## src/rtl/mips_pipe_pkg.sv

```systemverilog
// Shared definitions for the inter-stage pipeline registers of the 5-stage core.
package mips_pipe_pkg;

    // Occupancy of a stage register (number of entries currently held)
    typedef enum logic [1:0] {
        ST_EMPTY = 2'd0,
        ST_ONE   = 2'd1,
        ST_FULL  = 2'd2
    } occ_state_t;

    // Control word with every control line deasserted; stages drive it as a bubble
    localparam logic [7:0] NOP_CTRL = 8'h00;

endpackage

```

## src/rtl/pipe_stage_reg_sat_counter.sv

```systemverilog
// Saturating up-counter used for the stall/bubble performance counters.
module sat_counter #(
    parameter int W = 16
) (
    input  logic         clk,
    input  logic         reset,
    input  logic         inc,
    output logic [W-1:0] count
);

    localparam logic [W-1:0] MAX = '1;

    logic [W-1:0] r_count;

    // Count up on inc, stick at all-ones, clear on reset
    always_ff @(posedge clk) begin
        if (!reset) begin
            r_count <= '0;
        end else if (inc && (r_count != MAX)) begin
            r_count <= r_count + W'(1);
        end
    end

    assign count = r_count;

endmodule

```

## src/rtl/pipe_stage_reg.sv

```systemverilog
// Inter-stage pipeline register with valid/ready handshake, optional 2-entry
// skid buffer, flush, and saturating stall/bubble counters.
//
// Handshake: an entry moves across a port on every rising edge where both
// valid and ready are high (accept upstream, retire downstream). Valid never
// depends on ready; payload is held stable while valid=1 and ready=0. Flush
// discards everything held and any accept in the same cycle.
module pipe_stage_reg
    import mips_pipe_pkg::*;
#(
    parameter int                 DATA_W      = 32,
    parameter int                 CTRL_W      = 8,
    parameter logic [CTRL_W-1:0]  BUBBLE_CTRL = '0,
    parameter bit                 SKID_EN     = 1'b1,
    parameter int                 CNT_W       = 16
) (
    input  logic              clk,
    input  logic              reset,
    input  logic              flush,
    input  logic              in_valid,
    output logic              in_ready,
    input  logic [DATA_W-1:0] in_data,
    input  logic [CTRL_W-1:0] in_ctrl,
    output logic              out_valid,
    input  logic              out_ready,
    output logic [DATA_W-1:0] out_data,
    output logic [CTRL_W-1:0] out_ctrl,
    output logic [CNT_W-1:0]  stall_cnt,
    output logic [CNT_W-1:0]  bubble_cnt
);

    logic              w_out_valid;
    logic              w_in_ready;
    logic [DATA_W-1:0] w_head_data;
    logic [CTRL_W-1:0] w_head_ctrl;
    logic              w_acc;
    logic              w_ret;

    assign w_acc = in_valid & w_in_ready;
    assign w_ret = w_out_valid & out_ready;

    generate
        if (SKID_EN) begin : g_skid
            occ_state_t        r_state;
            occ_state_t        w_state_nxt;
            logic              r_in_rdy;
            logic [DATA_W-1:0] r_main_data, r_skid_data;
            logic [CTRL_W-1:0] r_main_ctrl, r_skid_ctrl;
            logic              w_ld_main_in, w_ld_main_skid, w_ld_skid;

            // Next occupancy and which register loads what; flush overrides all
            always_comb begin
                w_state_nxt    = r_state;
                w_ld_main_in   = 1'b0;
                w_ld_main_skid = 1'b0;
                w_ld_skid      = 1'b0;
                if (flush) begin
                    w_state_nxt = ST_EMPTY;
                end else begin
                    case (r_state)
                        ST_EMPTY: begin
                            if (w_acc) begin
                                w_state_nxt  = ST_ONE;
                                w_ld_main_in = 1'b1;
                            end
                        end
                        ST_ONE: begin
                            if (w_acc && w_ret) begin
                                w_ld_main_in = 1'b1;
                            end else if (w_acc) begin
                                w_state_nxt = ST_FULL;
                                w_ld_skid   = 1'b1;
                            end else if (w_ret) begin
                                w_state_nxt = ST_EMPTY;
                            end
                        end
                        ST_FULL: begin
                            if (w_ret) begin
                                w_state_nxt    = ST_ONE;
                                w_ld_main_skid = 1'b1;
                            end
                        end
                        default: w_state_nxt = ST_EMPTY;
                    endcase
                end
            end

            // Occupancy register plus a registered copy of in_ready (no comb path)
            always_ff @(posedge clk) begin
                if (!reset) begin
                    r_state  <= ST_EMPTY;
                    r_in_rdy <= 1'b1;
                end else begin
                    r_state  <= w_state_nxt;
                    r_in_rdy <= (w_state_nxt != ST_FULL);
                end
            end

            // Payload registers: main is the head, skid holds the second entry
            always_ff @(posedge clk) begin
                if (!reset) begin
                    r_main_data <= '0;
                    r_main_ctrl <= '0;
                    r_skid_data <= '0;
                    r_skid_ctrl <= '0;
                end else begin
                    if (w_ld_main_in) begin
                        r_main_data <= in_data;
                        r_main_ctrl <= in_ctrl;
                    end else if (w_ld_main_skid) begin
                        r_main_data <= r_skid_data;
                        r_main_ctrl <= r_skid_ctrl;
                    end
                    if (w_ld_skid) begin
                        r_skid_data <= in_data;
                        r_skid_ctrl <= in_ctrl;
                    end
                end
            end

            assign w_out_valid = (r_state != ST_EMPTY);
            assign w_in_ready  = r_in_rdy;
            assign w_head_data = r_main_data;
            assign w_head_ctrl = r_main_ctrl;
        end else begin : g_single
            logic              r_valid;
            logic [DATA_W-1:0] r_data;
            logic [CTRL_W-1:0] r_ctrl;

            // Single entry; a simultaneous accept and retire reloads with no bubble
            always_ff @(posedge clk) begin
                if (!reset) begin
                    r_valid <= 1'b0;
                    r_data  <= '0;
                    r_ctrl  <= '0;
                end else if (flush) begin
                    r_valid <= 1'b0;
                end else if (w_acc) begin
                    r_valid <= 1'b1;
                    r_data  <= in_data;
                    r_ctrl  <= in_ctrl;
                end else if (w_ret) begin
                    r_valid <= 1'b0;
                end
            end

            assign w_out_valid = r_valid;
            assign w_in_ready  = ~r_valid | out_ready;
            assign w_head_data = r_data;
            assign w_head_ctrl = r_ctrl;
        end
    endgenerate

    assign in_ready  = w_in_ready;
    assign out_valid = w_out_valid;
    assign out_data  = w_out_valid ? w_head_data : '0;
    assign out_ctrl  = w_out_valid ? w_head_ctrl : BUBBLE_CTRL;

    sat_counter #(.W(CNT_W)) u_stall_cnt (
        .clk   (clk),
        .reset (reset),
        .inc   (w_out_valid & ~out_ready),
        .count (stall_cnt)
    );

    sat_counter #(.W(CNT_W)) u_bubble_cnt (
        .clk   (clk),
        .reset (reset),
        .inc   (~w_out_valid & out_ready),
        .count (bubble_cnt)
    );

endmodule

```

## config.mk

```make
export PLATFORM = sky130hd
export DESIGN_NAME = pipe_stage_reg
export DESIGN_NICKNAME = d
export VERILOG_FILES = /design/src/rtl/mips_pipe_pkg.sv /design/src/rtl/pipe_stage_reg_sat_counter.sv /design/src/rtl/pipe_stage_reg.sv
export SDC_FILE = /design/constraint.sdc
export NUM_CORES = 1
export LEC_CHECK = 0
export CAP_MARGIN = 20
export CELL_PAD_IN_SITES_DETAIL_PLACEMENT = 2
export CELL_PAD_IN_SITES_GLOBAL_PLACEMENT = 2
export CORE_MARGIN = 2
export CORE_UTILIZATION = 29
export CTS_CLUSTER_DIAMETER = 30
export DETAILED_ROUTE_END_ITERATION = 8
export PLACE_DENSITY = 0.85
export SYNTH_ARGS = -nofsm -noshare
export SYNTH_HDL_FRONTEND = slang
export SYNTH_SLANG_ARGS = --single-unit
```

## constraint.sdc

```tcl
create_clock -name clk -period 2.5 [get_ports clk]
set_input_delay 0.375 -clock clk [delete_from_list [all_inputs] [get_ports clk]]
set_output_delay 0.375 -clock clk [all_outputs]
set_load 0.1 [all_outputs]
```

======== Yosys cells after proc, flatten, opt, wreduce, memory -nomap -nowiden ========
Index checks and enable logic that the tools add are counted.
storage, ports and cells
  bits of input ports ..................... 45
  logic and storage cells ................. 50
  register bits after elaboration ......... 115
cells by class
  $add $sub $neg .......................... 2
  reduce and logical (&&, ||, !) cells .... 6
  equality and inequality tests ........... 5
  muxes and demuxes ....................... 23
  bitwise operators ....................... 6
operators by type and width
  cell                                                  number
  2-to-1 mux 32 bit                                     3
  adder 16 x 1 -> 16 bit (second input constant)        2
  != test 16 bit (second input constant)                2
  2-to-1 mux 8 bit                                      3
  2-to-1 mux 2 bit                                      6
  2-to-1 mux 1 bit                                      9
  one-hot mux 2 bit (3 select lines)                    1
  bitwise AND 1 bit                                     4
  nonzero test 2 bit                                    2
  logical AND 1 bit                                     3
  equality test 2 x 1 -> 1 bit (second input constant)  1
  equality test 2 bit (second input constant)           1
  logical NOT 2 bit                                     1
  != test 2 bit (second input constant)                 1
  NOT 1 bit                                             2
  one-hot mux 1 bit (2 select lines)                    1

======== Logic depth before layout (Yosys ltp) ========
Gate-level depths: netlist (run 1).
  depth in word-level cells ............... 8
  gate-level depth with buffers ........... 7
  depth with buffers taken out ............ 5

======== Cells and area by module ========
A second synthesis (run 1) with hierarchy kept.
unflattened totals
  cells, all modules ...................... 657
  area, all modules ....................... 5,305.1 µm²
by module, submodules not included
  module          times used  cells an instance  area an instance (µm²)
  pipe_stage_reg  1           463                3,631.0
  sat_counter     2           97                 837.1

======== Worst setup path after synthesis (run 1) ========
No wires, ideal clock.
  path type ............................... flip-flop to flip-flop
  start ................................... register u_bubble_cnt.r_count[1] (netlist: u_bubble_cnt.count[1])
  end ..................................... register u_bubble_cnt.r_count[2] (netlist: u_bubble_cnt.count[2])
  stages on the path, launching flop included .. 8
  setup slack ............................. -88 ps
  data required time ...................... 2,430 ps
  arrival ................................. 2,518 ps
  setup time .............................. 70 ps
  path through ............................ dfxtp_1 -> ha_1 -> nand4_1 -> nor4_1 -> clkbuf_1 -> clkbuf_1 -> o21ai_0 -> a21oi_1
between the ends
  word-level cells in the longest chain between the ends .. 2
  elaborated cells on any way between the ends .. 3
RTL lines
  what                                                                            line                              RTL
  from (decl)                                                                     pipe_stage_reg_sat_counter.sv:13  logic [W-1:0] r_count;
  from (signal assigned)                                                          pipe_stage_reg_sat_counter.sv:20  r_count <= r_count + W'(1);
  parallel branches: the longest is 2 deep, another holds adder 16 x 1 -> 16 bit  -
Parallel ways; which one is timed is not known.
A chain may end at the register's enable or synchronous reset.

======== Worst setup path after layout (run 1) ========
  start ................................... register g_skid.r_state[1]
  end ..................................... output out_data[27]
between the ends
  word-level cells in the longest chain between the ends .. 2
RTL lines
  what                    line                   RTL
  from (decl)             pipe_stage_reg.sv:44   occ_state_t r_state;
  from (signal assigned)  pipe_stage_reg.sv:94   r_state <= w_state_nxt;
  nonzero test 2 bit      pipe_stage_reg.sv:121  assign w_out_valid = (r_state != ST_EMPTY);
  2-to-1 mux 32 bit       pipe_stage_reg.sv:156  assign out_data = w_out_valid ? w_head_data : '0;
  to (decl)               pipe_stage_reg.sv:26   output logic [DATA_W-1:0] out_data,
No other way between the ends.

==> results of run 1 <==
## stage by stage
stage	instance area, um2	setup slack, ns	utilization
2_1_floorplan	5180	0.00114	-
3_3_place_gp	6820	0.152	0.393
3_5_place_dp	6820	0.101	0.393
4_1_cts	7320	0.0523	0.421
5_1_grt	7340	0.180	0.423
6_report	7340	0.239	0.423
## placed cells by master, fill, tap and decap left out, types with 3 or more instances in the layout
cell type	n
nand3_1	11
o41ai_1	3
clkbuf_16	17
nor2b_1	41
nand2_1	93
and3_1	4
dfxtp_1	113
clkdlybuf4s50_1	44
mux2i_1	42
a21oi_1	66
buf_4	56
o21ai_0	9
a211oi_1	43
inv_1	4
nor2_1	46
or3_1	7
o311ai_0	3
or4_1	16
buf_12	34
o31ai_1	15
nand2b_1	6
nor3_1	5
clkbuf_1	6
nand4_1	13
clkinv_2	8
## layer usage
| metal | vias to the layer above | global-route usage | share of wire |
|---|---|---|---|
| met5 | - | 0 | 0 |
| met4 | 0 | 0.0653 | 0.012 |
| met3 | 17 | 0.0338 | 0.034 |
| met2 | 92 | 0.362 | 0.53 |
| met1 | 2528 | 0.233 | 0.43 |
| li1 | 2417 | - | - |
## repair_timing
item	CTS	global route
hold buffers	0	0
endpoints found under the setup margin	0	4
endpoints found under the hold margin	0	0
buffers inserted	0	2
## worst register-to-register path, stage by stage (launching register included)
cell and delay, ns:
dfxtp_1 0.61, nor2_4 0.14, buf_12 0.18, or2_2 0.38, or4_1 0.52, a21oi_1 0.17
## layout make-up
type,instances,area share
multi-input combinational,449,0.368
sequential,115,0.314
timing repair buffer,134,0.210
clock inverter,7,0.00477
inverter,5,0.00273
clock buffer,24,0.0629
tap,225,0.0383
## power groups by stage
| stage | clock, uW | combinational (uW) | sequential (uW) |
|---|---|---|---|
| after floorplan | 0 | 254 | 1970 |
| after global placement | 0 | 456 | 1960 |
| after detailed placement | 0 | 476 | 1960 |
| after CTS | 2140 | 481 | 1930 |
| after global routing | 2230 | 515 | 1930 |
| final | 2090 | 481 | 1930 |
## kinds of logic after synthesis
group / after synthesis / synth area share
compound gates: 142 / 0.172
mux: 42 / 0.0812
fa+ha+maj: 2 / 0.00483
flops: 115 / 0.445
buf+inv: 51 / 0.0396
simple gates: 262 / 0.256
xor+xnor: 1 / 0.00169
## registers in the layout (all words and copies together) (netlist names)
| register | flops |
|---|---|
| u_stall_cnt.count | 16 |
| in_ready | 1 |
| g_skid.r_main_ctrl | 8 |
| u_bubble_cnt.count | 16 |
| g_skid.r_state | 2 |
| g_skid.r_main_data | 32 |
| g_skid.r_skid_data | 32 |
| g_skid.r_skid_ctrl | 8 |
## how the worst max path moves through the flow
stage	end	cells after the start
2_1_floorplan	u_stall_cnt.count[12]	6
4_1_cts	out_data[27]	4
3_3_place_gp	u_bubble_cnt.count[15]	5
3_5_place_dp	u_bubble_cnt.count[12]	7
5_1_grt	out_data[27]	4
6_report	out_data[27]	4
==> run summary, run 1 <==
PnR Total Power - 4500 uW
R2R depth - 5
Filler cell count - 1,871
Switch share - 0.255
R2r endpoint - u_stall_cnt.count[7]
Fin cells - 959
Largest net degree at the start of global routing - 81
Pwr dens - 613 nW/um2
WL per Instance - 18.8 um
Sequential share of the synthesized area - 0.445
Setup violators final - 0
Synth unique cells - 40
Drt via density - 5.27
Net Sw Power - 1150 uW
Crit. End Element - output pin
Required @ worst endpoint - 2.12 ns
Leakage Power - 0.00248 uW
Critical Path Source - g_skid.r_state[1]
Top-count cell post-synth - dfxtp_1
Largest cells by area after synthesis - dfxtp_1 44%, mux2i_1 8.1%, nand2_1 6.7%
R2r startpoint - g_skid.r_state[1]
Setup TNS - 0 ns
Syn nets - 662
Status - finished, final reports clean
Power share of the combinational group - 0.107
DRC errors left - 0
Clk_lat worst skew - 0.41 ns
Largest area contributor in the netlist - dfxtp_1
Largest fanout on the critical path - 12
Synth warn - 0
R2R Setup Slk - 0.41 ns
Worst Tran Pin Value - 0.598 ns
CTS tree - built
FFs w/ async S/R, synth - 0
CP arrival - 1.89 ns
Nets - 769
H-tree levels - 4
Detailed Route WL - 18.0 mm
Number of I/O port buffers - 118
WS Path Type - register to output pin
Placed Cells - 926
Clock power share - 0.465
First-pass GRT wire length - 29.1 mm
Synth cell count leaders - 115 x dfxtp_1, 93 x nand2_1, 66 x a21oi_1
PostCTS Resize Cnt - 0
Post-Syn Area per Cell - 8.42 um2
Total track usage - 0.198
Maximum VDD drop - 0.461 mV
Final Wtd Congestion - 0.776
Die W - 138 um
CP bufs+invs - 2
Seq pwr share - 0.428
Synth Cell Area - 5180 um2
WHS Endpoint - g_skid.r_skid_data[29]
RSZ-0062 raised after global routing - no
Multi-input gate area - 2700 um2
Predominant post-synthesis flop cell - dfxtp_1
DR iter-0 viols - 178
Hold path cells - 2
Final min period - 2.26 ns
Crit-path max cell delay - 0.61 ns
Final slew viol count - 0
Crit path launch type - register
Gr ovfl total - 0
Max_slew headroom - 0.598
Worst Min Path Start - g_skid.r_skid_data[29]
Final Hold Fails - 0
Area Overhead vs Synth - 41.8%
Worst Skew - 0.00839 ns
Num CTS Buffers - 17
Vias in the first global route - 5,552
Core ar. - 17,400 um2
DRT antenna net count - 0
Critical path's most frequent cell - buf_4
Vias - 5,054
Antenna Cells - 0
Hold Slack - 0.456 ns
CTS sink count - 115
Seq cells post-synth - 115
Post-synth EDFFs - 0
Initial Util - 0.298
Post-DP HPWL - 11.8 mm
Sequential Area - 2300 um2
Initial antenna violation count - 0
Period utilisation layout - 0.904
Total iterations of the first detailed-routing run - 4
Root buf cell - clkbuf_16
CP top delay family - flip-flops
CP cell instances - nor2_4 > buf_4 > nor2b_1 > buf_4
MaxCap Viol Count - 0
Die area - 18,900 um2
Deepest clock path buffer count - 2
Fraction of layout cells with a size suffix above 1 - 0.176
Rows - 48
Top-Level Pins - 119
Die H - 138 um
Clock Pin Slew Worst Setup and Hold Paths - 0.06 ns
Hold crit path type - register to register
Internal power - 3350 uW
Mapped Cells - 615
Peak Freq - 0.442 GHz
Slowest cell on crit path - dfxtp_1
Synth top area share - 0.445
(Power assumes the default switching activity.)
==> run 2: changes to the inputs <==
SLEW_MARGIN = 20   (was default)
==> results of run 2 <==
Same layout as run 1: the final DEF is identical, and so are final timing and power.
==> run 3: changes to the inputs <==
CELL_PAD_IN_SITES_DETAIL_PLACEMENT = 1   (was 2)
MAX_ROUTING_LAYER = met4   (was default)
==> run summary, run 3 (synthesized netlist as in run 1, its figures left out) <==
Die area - 18,900 um2
Worst Skew - 0.00681 ns
CP cell instances - nor2_4 > buf_4 > nor2b_1 > buf_4
Sequential Area - 2300 um2
Final WS setup - 0.124 ns
MaxCap Viol Count - 0
Place WS - 0.0426 ns
Max_slew headroom - 0.610
Period utilisation layout - 0.950
Initial Util - 0.298
Root buf cell - clkbuf_16
Die W - 138 um
WS Path Type - register to output pin
PostCTS Resize Cnt - 0
# Post-CTS Setup Buffers - 0
Core ar. - 17,400 um2
Setup violators final - 0
Final slew viol count - 0
Detailed Route WL - 16.1 mm
Setup TNS - 0 ns
Finished Core Util - 0.427
H-tree levels - 4
Crit-path max cell delay - 0.51 ns
CTS Hold Bufs - 0
Status - finished, final reports clean
Nets - 767
Slowest cell on crit path - nor2_4
Required @ worst endpoint - 2.12 ns
Rows - 48
Fin cells - 958
Initial antenna violation count - 0
Hold path cells - 2
Final Hold Fails - 0
Vias - 4,951
Num CTS Buffers - 17
Antenna Cells - 0
CTS tree - built
Final Wtd Congestion - 0.787
Most common cell after layout, fill and taps aside - dfxtp_1
Largest regs - g_skid.r_main_data: 32 flops, g_skid.r_skid_data: 32 flops
Clk_lat worst skew - 0.42 ns
Largest fanout on the critical path - 19
Multi-input gate area - 2700 um2
Worst Tran Pin Value - 0.583 ns
Critical path's most frequent cell - buf_4
Placed Cells - 926
Number of I/O port buffers - 118
Deepest clock path buffer count - 2
Leakage Power - 0.00250 uW
Clock Pin Slew Worst Setup and Hold Paths - 0.06 ns
WL per Instance - 16.9 um
Peak Freq - 0.421 GHz
Drt via density - 5.17
Vias in the first global route - 5,273
Die H - 138 um
Total iterations of the first detailed-routing run - 4
Top-Level Pins - 119
Final min period - 2.38 ns
DR iter-0 viols - 204
Pwr dens - 649 nW/um2
Maximum VDD drop - 0.465 mV
CTS sink count - 115
Most frequent cells in the layout - 113 x dfxtp_1, 93 x nand2_1, 66 x a21oi_1, 55 x buf_4, 46 x nor2_1
DRC errors left - 0
RSZ-0062 raised after global routing - no
Largest net degree at the start of global routing - 81
Crit. End Element - output pin
Gr ovfl total - 0
CP arrival - 2.00 ns
R2R depth - 4
Total track usage - 0.184
Filler cell count - 1,995
DRT antenna net count - 0
Post-DP HPWL - 10.5 mm
Crit path launch type - register
Fraction of layout cells with a size suffix above 1 - 0.181
Hold crit path type - register to register
Area Overhead vs Synth - 43.1%
First-pass GRT wire length - 26.5 mm
-- run 3: cell count changes in the layout (fill, tap and decap cells not counted) --
cell,before,now
clkinv_2,8,7
clkbuf_1,6,1
buf_4,56,55
clkbuf_8,1,4
clkinvlp_4,0,2
bufinv_16,0,2
buf_12,34,33
-- run 3: critical path: cells and delay by family, from the launching register on --
kind / cells / cell delay (ns)
buffers and inverters: 2 / 0.54
DFF: 1 / 0.44
and+or+nand+nor: 2 / 0.60
-- run 3: area by class of cell --
class	instances	share of cell area
clock buffers	22	0.0654
inverters	5	0.00270
multi-input cells	449	0.364
repair buffers	132	0.204
flip-flops and latches	115	0.311
clock inverters	10	0.0142
well taps	225	0.0380
-- run 3: path summary, 6_finish.rpt --
path                                from                endpoint  slack [ns]
setup / recovery       g_skid.r_state[1]            out_data[27]        0.12
hold / removal    g_skid.r_skid_data[29]  g_skid.r_skid_data[29]        0.46
setup reg to reg       g_skid.r_state[1]  u_bubble_cnt.count[13]        0.43
hold reg to reg   g_skid.r_skid_data[29]  g_skid.r_skid_data[29]        0.46
-- run 3: layer usage --
metal / GRT usage / vias up / share of wire
met1: 0.212 / 2429 / 0.45
li1: - / 2414 / -
met5: - / - / 0
met4: 0.0750 / 0 / 0.018
met3: 0.0316 / 19 / 0.034
met2: 0.316 / 89 / 0.50
-- run 3: stage by stage --
stage	area, um2	hold slack (ns)	power, uW
final	7410	0.455	4800
after global routing	7410	0.474	4990
after CTS	7410	0.457	4880
after detailed placement	6820	0.449	2430
after global placement	6820	0.441	2420
after floorplan	5180	0.436	2230
-- run 3: where the power goes --
part           switching (uW)  total, uW  internal, uW
logic                     281        468           187
clock network             853       2410          1560
registers                34.4       1920          1890
total                    1170       4800          3640
